`config.mk`:
```
export PLATFORM = sky130hd
export DESIGN_NAME = rst_seq
export DESIGN_NICKNAME = d
export VERILOG_FILES = /design/src/rtl/rst_pkg.sv /design/src/rtl/wdog_timer.sv /design/src/rtl/rst_seq.sv
export SDC_FILE = /design/constraint.sdc
export NUM_CORES = 1
export LEC_CHECK = 0
export ABC_AREA = 1
export CAP_MARGIN = 15
export CORE_MARGIN = 4
export CORE_UTILIZATION = 50
export CTS_BUF_LIST = sky130_fd_sc_hd__clkbuf_4
export CTS_CLUSTER_SIZE = 12
export DETAILED_ROUTE_END_ITERATION = 8
export PLACE_DENSITY_LB_ADDON = 0.1
export RECOVER_POWER = 100
export SYNTH_ARGS = -nofsm -noshare
export SYNTH_HDL_FRONTEND = slang
export SYNTH_SLANG_ARGS = --single-unit
```
`constraint.sdc`:
```
create_clock -name clk -period 2.55 [get_ports clk]
set_input_delay 0.6375 -clock clk [delete_from_list [all_inputs] [get_ports clk]]
set_output_delay 0.6375 -clock clk [all_outputs]
set_load 0.05 [all_outputs]
```
`src/rtl/rst_pkg.sv`:
```
// Shared types for the reset sequencer: sequencer states and reset-cause codes.
package rst_pkg;

  typedef enum logic [1:0] {
    RESET = 2'd0,
    HOLD  = 2'd1,
    STAGE = 2'd2,
    RUN   = 2'd3
  } rst_state_t;

  typedef enum logic [1:0] {
    CAUSE_POR  = 2'b00,
    CAUSE_SOFT = 2'b01,
    CAUSE_WDOG = 2'b10
  } rst_cause_t;

endpackage

```
`src/rtl/wdog_timer.sv`:
```
// Watchdog counter: counts enabled cycles, clears on clr, flags expiry on the terminal count.
module wdog_timer #(
  parameter int WDOG_CYCLES = 1048576
) (
  input  logic clk,
  input  logic rst_n,
  input  logic en,
  input  logic clr,
  output logic expire
);

  localparam int            CW   = $clog2(WDOG_CYCLES);
  localparam logic [CW-1:0] LAST = CW'(WDOG_CYCLES - 1);

  logic [CW-1:0] cnt;

  // A kick on the terminal edge suppresses expiry.
  assign expire = en & ~clr & (cnt == LAST);

  always_ff @(negedge clk or negedge rst_n) begin
    if (!rst_n) begin
      cnt <= '0;
    end else if (!en || clr || expire) begin
      cnt <= '0;
    end else begin
      cnt <= cnt + 1'b1;
    end
  end

endmodule

```
`src/rtl/rst_seq.sv`:
```
// Reset sequencer: stretches reset, releases sys_rst_n then per_rst_n, and re-asserts
// reset on software request or watchdog expiry while recording the cause.
module rst_seq
  import rst_pkg::*;
#(
  parameter int HOLD_CYCLES = 16,
  parameter int STAGE_GAP   = 4,
  parameter int WDOG_CYCLES = 1048576
) (
  input  logic       clk,
  input  logic       rst_n,
  input  logic       soft_rst_req,
  input  logic       wdog_en,
  input  logic       wdog_kick,
  output logic       sys_rst_n,
  output logic       per_rst_n,
  output logic [1:0] rst_cause,
  output logic       busy
);

  localparam int            CNT_MAX    = (HOLD_CYCLES > STAGE_GAP) ? HOLD_CYCLES : STAGE_GAP;
  localparam int            CW         = $clog2(CNT_MAX);
  localparam logic [CW-1:0] HOLD_LOAD  = CW'(HOLD_CYCLES - 1);
  localparam logic [CW-1:0] STAGE_LOAD = CW'(STAGE_GAP - 1);

  rst_state_t    state;
  logic [CW-1:0] cnt;
  logic          wdog_expire;

  wdog_timer #(
    .WDOG_CYCLES(WDOG_CYCLES)
  ) u_wdog (
    .clk   (clk),
    .rst_n (rst_n),
    .en    (wdog_en && (state == RUN)),
    .clr   (wdog_kick),
    .expire(wdog_expire)
  );

  // Negedge clocking lets the releases land mid-cycle for posedge consumers.
  always_ff @(negedge clk or negedge rst_n) begin
    if (!rst_n) begin
      state     <= RESET;
      cnt       <= '0;
      sys_rst_n <= 1'b0;
      per_rst_n <= 1'b0;
      rst_cause <= CAUSE_POR;
      busy      <= 1'b1;
    end else begin
      case (state)
        RESET: begin
          state <= HOLD;
          cnt   <= HOLD_LOAD;
        end
        HOLD: begin
          if (soft_rst_req) begin
            cnt       <= HOLD_LOAD;
            rst_cause <= CAUSE_SOFT;
          end else if (cnt == '0) begin
            sys_rst_n <= 1'b1;
            cnt       <= STAGE_LOAD;
            state     <= STAGE;
          end else begin
            cnt <= cnt - 1'b1;
          end
        end
        STAGE: begin
          if (soft_rst_req) begin
            sys_rst_n <= 1'b0;
            rst_cause <= CAUSE_SOFT;
            cnt       <= HOLD_LOAD;
            state     <= HOLD;
          end else if (cnt == '0) begin
            per_rst_n <= 1'b1;
            busy      <= 1'b0;
            state     <= RUN;
          end else begin
            cnt <= cnt - 1'b1;
          end
        end
        RUN: begin
          // Software request outranks a coincident watchdog expiry.
          if (soft_rst_req || wdog_expire) begin
            sys_rst_n <= 1'b0;
            per_rst_n <= 1'b0;
            busy      <= 1'b1;
            rst_cause <= soft_rst_req ? CAUSE_SOFT : CAUSE_WDOG;
            cnt       <= HOLD_LOAD;
            state     <= HOLD;
          end
        end
        default: begin
          state <= RESET;
        end
      endcase
    end
  end

endmodule

```
==> results.rst <==
.. list-table::
   :header-rows: 1

   * - Metric
     - Value
   * - Cts bufs inserted
     - 5
   * - Vias in the first global route
     - between 1,000 and 1,500
   * - Total I/O pin count
     - 10
   * - Share of post-route cells with drive strength above 1
     - a little under a quarter
   * - Maximum clock path buffer count
     - 2
   * - Floorplan die area
     - ~4800 um^2
   * - Chip height
     - between 60 and 70 um
   * - Number of nets produced by synthesis
     - about 250
   * - Leakage
     - roughly 1.0 nW
   * - Netlist area before placement
     - between 1500 and 2000 um^2
   * - Placer Congestion
     - 0.8893
   * - Final Max Tran Viols
     - 0
   * - Number of synthesized flops with an enable pin
     - 0
   * - Port-buffer cells
     - 9
   * - Largest clock skew in the final design
     - between 0.06 and 0.07 ns
   * - Worst endpoint data arrival time
     - roughly 2.4 ns
   * - Max-Cap Viols
     - 0
   * - Count of mapped cells out of synthesis
     - 234
   * - Synth cell count leaders
     - sky130_fd_sc_hd__nand2_1 (53), sky130_fd_sc_hd__nor2_1 (44), sky130_fd_sc_hd__dfrtn_1 (30), sky130_fd_sc_hd__inv_1 (28), sky130_fd_sc_hd__xor2_1 (9)
   * - Slowest stage cell on the critical path
     - sky130_fd_sc_hd__dfstp_2
   * - Syn_area_per_cell
     - around 8 um^2
   * - Design area
     - approximately 2200 um^2
   * - Critical path peak fanout
     - 2
   * - Average wire per cell in the routed design
     - between 10 and 15 um
   * - Final ANT Viol Nets
     - 0
   * - Worst slew slack as a fraction of its limit
     - between 60% and 70%
   * - Worst vdd rail ir drop
     - between 0.7 and 0.8 mV
   * - Per-cell via count in the routed design
     - around 5.0
   * - Initial standard-cell utilization of the core
     - a little over half
   * - Critical Setup Path Class
     - reg -> out
   * - Final Hold Viols
     - 0
   * - DRC
     - 0
   * - Total congestion overflow after global routing
     - 0
   * - Clock insertion delay at the later pin of the skew report
     - approximately 0.38 ns
   * - Worst Setup Start Kind
     - flip-flop
   * - CTS HTree Levels
     - 2
   * - Largest net degree at the start of global routing
     - 21
   * - Vias post-DR
     - around 1,500
   * - NumNets Final
     - 270
   * - Fraction of post-synthesis cell area in the top cell type by area
     - about two fifths
   * - Clock transition at the registers of the reported paths
     - around 0.060 ns
   * - Most numerous cell in the Yosys netlist
     - sky130_fd_sc_hd__nand2_1
   * - Kind of cell adding the most delay to the critical path
     - flip-flops
   * - N_diodes
     - 0
   * - Synth cell types
     - 28
   * - Initial antenna violation count
     - 0
   * - Cell accounting for the most synthesized area
     - sky130_fd_sc_hd__dfrtn_1
   * - Setup repair after global routing missed its margin
     - yes
   * - Run status
     - finished with violations
   * - Final count of negative-setup-slack endpoints
     - 15
   * - DP Worst Slack
     - -0.7446 ns
   * - Iteration count of the initial detailed-routing pass
     - 4
   * - Total placed instance area
     - about 2200 um^2
   * - Post-synth top flop
     - sky130_fd_sc_hd__dfrtn_1
   * - DRC marker count from the first detailed-route iteration
     - 91
   * - Number of cell rows
     - 21
   * - Clock tree from TritonCTS
     - built
   * - Core outline area
     - 3468 um^2
   * - Total detailed-routing wirelength
     - 3.792 mm
   * - Root buffer cell
     - sky130_fd_sc_hd__clkbuf_4
   * - Count of clock tree sinks
     - 31
   * - Actual slew at the worst max-slew pin
     - around 0.5 ns
   * - Total power density per cell area
     - between 800 and 900 nW/um^2
   * - Hold-fix buffers at CTS
     - 0
   * - Total of warnings raised by yosys
     - 0
   * - Class of the tightest hold or removal check
     - reg -> reg
   * - Area growth, synth to finish
     - 20.82%
   * - Critical path capture point type
     - output pin
   * - Required time of the critical path
     - roughly 1.9 ns
   * - First-pass GRT wire length
     - approximately 6.5 mm
   * - Share of synthesized flip-flops with an asynchronous set or reset
     - 100.0%
   * - Sequential element share of the synthesized area
     - a little over two fifths
   * - Buf+Inv Stages, Crit Path
     - 1
   * - Violations in the final reports
     - setup timing
   * - Global-route total usage across every layer
     - around a fifth
   * - Dominant cells by area after synthesis
     - sky130_fd_sc_hd__dfrtn_1 (40%), sky130_fd_sc_hd__nand2_1 (11%), sky130_fd_sc_hd__nor2_1 (8.9%), sky130_fd_sc_hd__inv_1 (5.7%), sky130_fd_sc_hd__xor2_1 (4.2%)
   * - Delay of the slowest critical-path stage
     - between 0.5 and 0.6 ns
   * - #FFs+latches synth
     - 31
   * - Fin worst setup slack
     - -0.4335 ns
   * - Detailed-placement wirelength estimate
     - around 2.8 mm
   * - Cells along the critical path
     - buf_12
   * - Die boundary width
     - around 69 um
[layout by cell type, fill, tap and decap left out]
master                            count
sky130_fd_sc_hd__nor3b_1              3
sky130_fd_sc_hd__nor2_8               1
sky130_fd_sc_hd__dfrtn_1             30
sky130_fd_sc_hd__nand2_1             44
sky130_fd_sc_hd__buf_12               5
sky130_fd_sc_hd__buf_6                1
sky130_fd_sc_hd__clkdlybuf4s15_1      1
sky130_fd_sc_hd__dlymetal6s2s_1       1
sky130_fd_sc_hd__clkinv_1             2
sky130_fd_sc_hd__nand2_8              1
sky130_fd_sc_hd__nand4_1              8
sky130_fd_sc_hd__clkbuf_2             1
sky130_fd_sc_hd__a211oi_1             1
sky130_fd_sc_hd__ha_1                 6
sky130_fd_sc_hd__clkbuf_4             6
sky130_fd_sc_hd__nor2_4               5
sky130_fd_sc_hd__clkdlybuf4s50_1      1
sky130_fd_sc_hd__nand3_2              1
sky130_fd_sc_hd__o21ai_1              1
sky130_fd_sc_hd__o21ai_2              7
sky130_fd_sc_hd__inv_1               28
sky130_fd_sc_hd__a21oi_1              6
sky130_fd_sc_hd__nand2_2             12
sky130_fd_sc_hd__dfstp_2              1
sky130_fd_sc_hd__nand2_4              6
sky130_fd_sc_hd__nor2_2               1
sky130_fd_sc_hd__buf_4                7
sky130_fd_sc_hd__o21ai_0              3
sky130_fd_sc_hd__xor2_1               9
sky130_fd_sc_hd__xnor2_1              3
sky130_fd_sc_hd__nor3_1               5
sky130_fd_sc_hd__buf_2                2
sky130_fd_sc_hd__a21oi_2              1
sky130_fd_sc_hd__nor2_1              41
sky130_fd_sc_hd__nand3b_1             1
sky130_fd_sc_hd__nand3_4              1
sky130_fd_sc_hd__nand3_1              7
[power breakdown]
part | total [W] | internal [W] | switching [W] | leakage, nW
sequential | 0.000673 | 0.000589 | 0.0000839 | 0.406
combinational | 0.000920 | 0.000398 | 0.000522 | 0.560
clock | 0.000296 | 0.000115 | 0.000182 | 0.0361
total | 0.00189 | 0.00110 | 0.000788 | 1.00
[flip-flops by register name, summed over array words and instances, names as in the netlist]
register	count
u_wdog.cnt	20
cnt	4
per_rst_n	1
sys_rst_n	1
state	2
rst_cause	2
busy	1
[layer usage]
metal / wire [um] / share of wire (%) / global-route usage, % / up-vias
li1: - / - / - / 788
met3: 93 / 2.5 / 4.862 / 11
met5: 0 / 0 / 0 / -
met4: 107 / 2.8 / 9.489 / 0
met1: 1683 / 44 / 22.48 / 718
met2: 1908 / 50 / 31.79 / 16
[path summary, 6_finish.rpt]
| kind | startpoint | endpoint | slack, ns | cells after the start |
|---|---|---|---|---|
| setup / recovery | busy | busy | -0.43 | 1 |
| hold / removal | u_wdog.cnt[0] | u_wdog.cnt[0] | 0.45 | 1 |
| setup reg to reg | u_wdog.cnt[0] | u_wdog.cnt[14] | 0.54 | 9 |
| hold reg to reg | u_wdog.cnt[0] | u_wdog.cnt[0] | 0.45 | 1 |
| max in group asynchronous | rst_n | u_wdog.cnt[15] | 0.09 | 3 |
| min in group asynchronous | rst_n | u_wdog.cnt[11] | 1.88 | 2 |
[through the flow]
step | utilization [%] | total power, W | std cells | hold WS [ns] | setup TNS (ns)
after floorplan | - | 0.001264 | 234 | 0.3919 | -0.9675
after CTS | 66.13 | 0.001899 | 306 | 0.4277 | -1.694
after detailed placement | 63.56 | 0.001576 | 295 | 0.4322 | -16.32
final | 64.68 | 0.001890 | 306 | 0.4455 | -1.880
after global routing | 64.68 | 0.002025 | 306 | 0.4741 | -3.541
after global placement | 63.56 | 0.001561 | 295 | 0.4330 | -15.75
[repair_timing]
action | in CTS | in global routing
cloned | 1 | 0
gates resized for setup | 13 | 6
setup buffers | 2 | 0
pin swaps | 5 | 5
hold endpoints to repair | 0 | 0
endpoints found under the setup margin | 36 | 14
[layout make-up]
class                   instances  area, um^2
multi-input cells             174        1040
inverters                      27       101.3
well taps                      46       57.56
clock buffers                   6       45.04
fillers                       295        1225
flip-flops and latches         31       777.0
repair buffers                 19       211.5
clock inverters                 3       11.26
[worst reg2reg max path: stages, from the launching register on]
cell	delay [ns]
sky130_fd_sc_hd__dfrtn_1	0.49
sky130_fd_sc_hd__ha_1	0.29
sky130_fd_sc_hd__nand2_2	0.10
sky130_fd_sc_hd__nor2_4	0.14
sky130_fd_sc_hd__nand2_4	0.11
sky130_fd_sc_hd__nor2_8	0.15
sky130_fd_sc_hd__nand2_1	0.06
sky130_fd_sc_hd__nand2_1	0.06
sky130_fd_sc_hd__clkbuf_2	0.35
sky130_fd_sc_hd__nor3_1	0.12
[kinds of logic after synthesis]
kind of cell / share of synthesized area, %
DFF: 41.85
xor gates and xnor gates: 5.661
buffers and inverters: 6.334
adders and majority gates: 4.043
and+or+nand+nor: 35.85
AOI/OAI and AO/OA: 6.266
(Power assumes the default switching activity.)
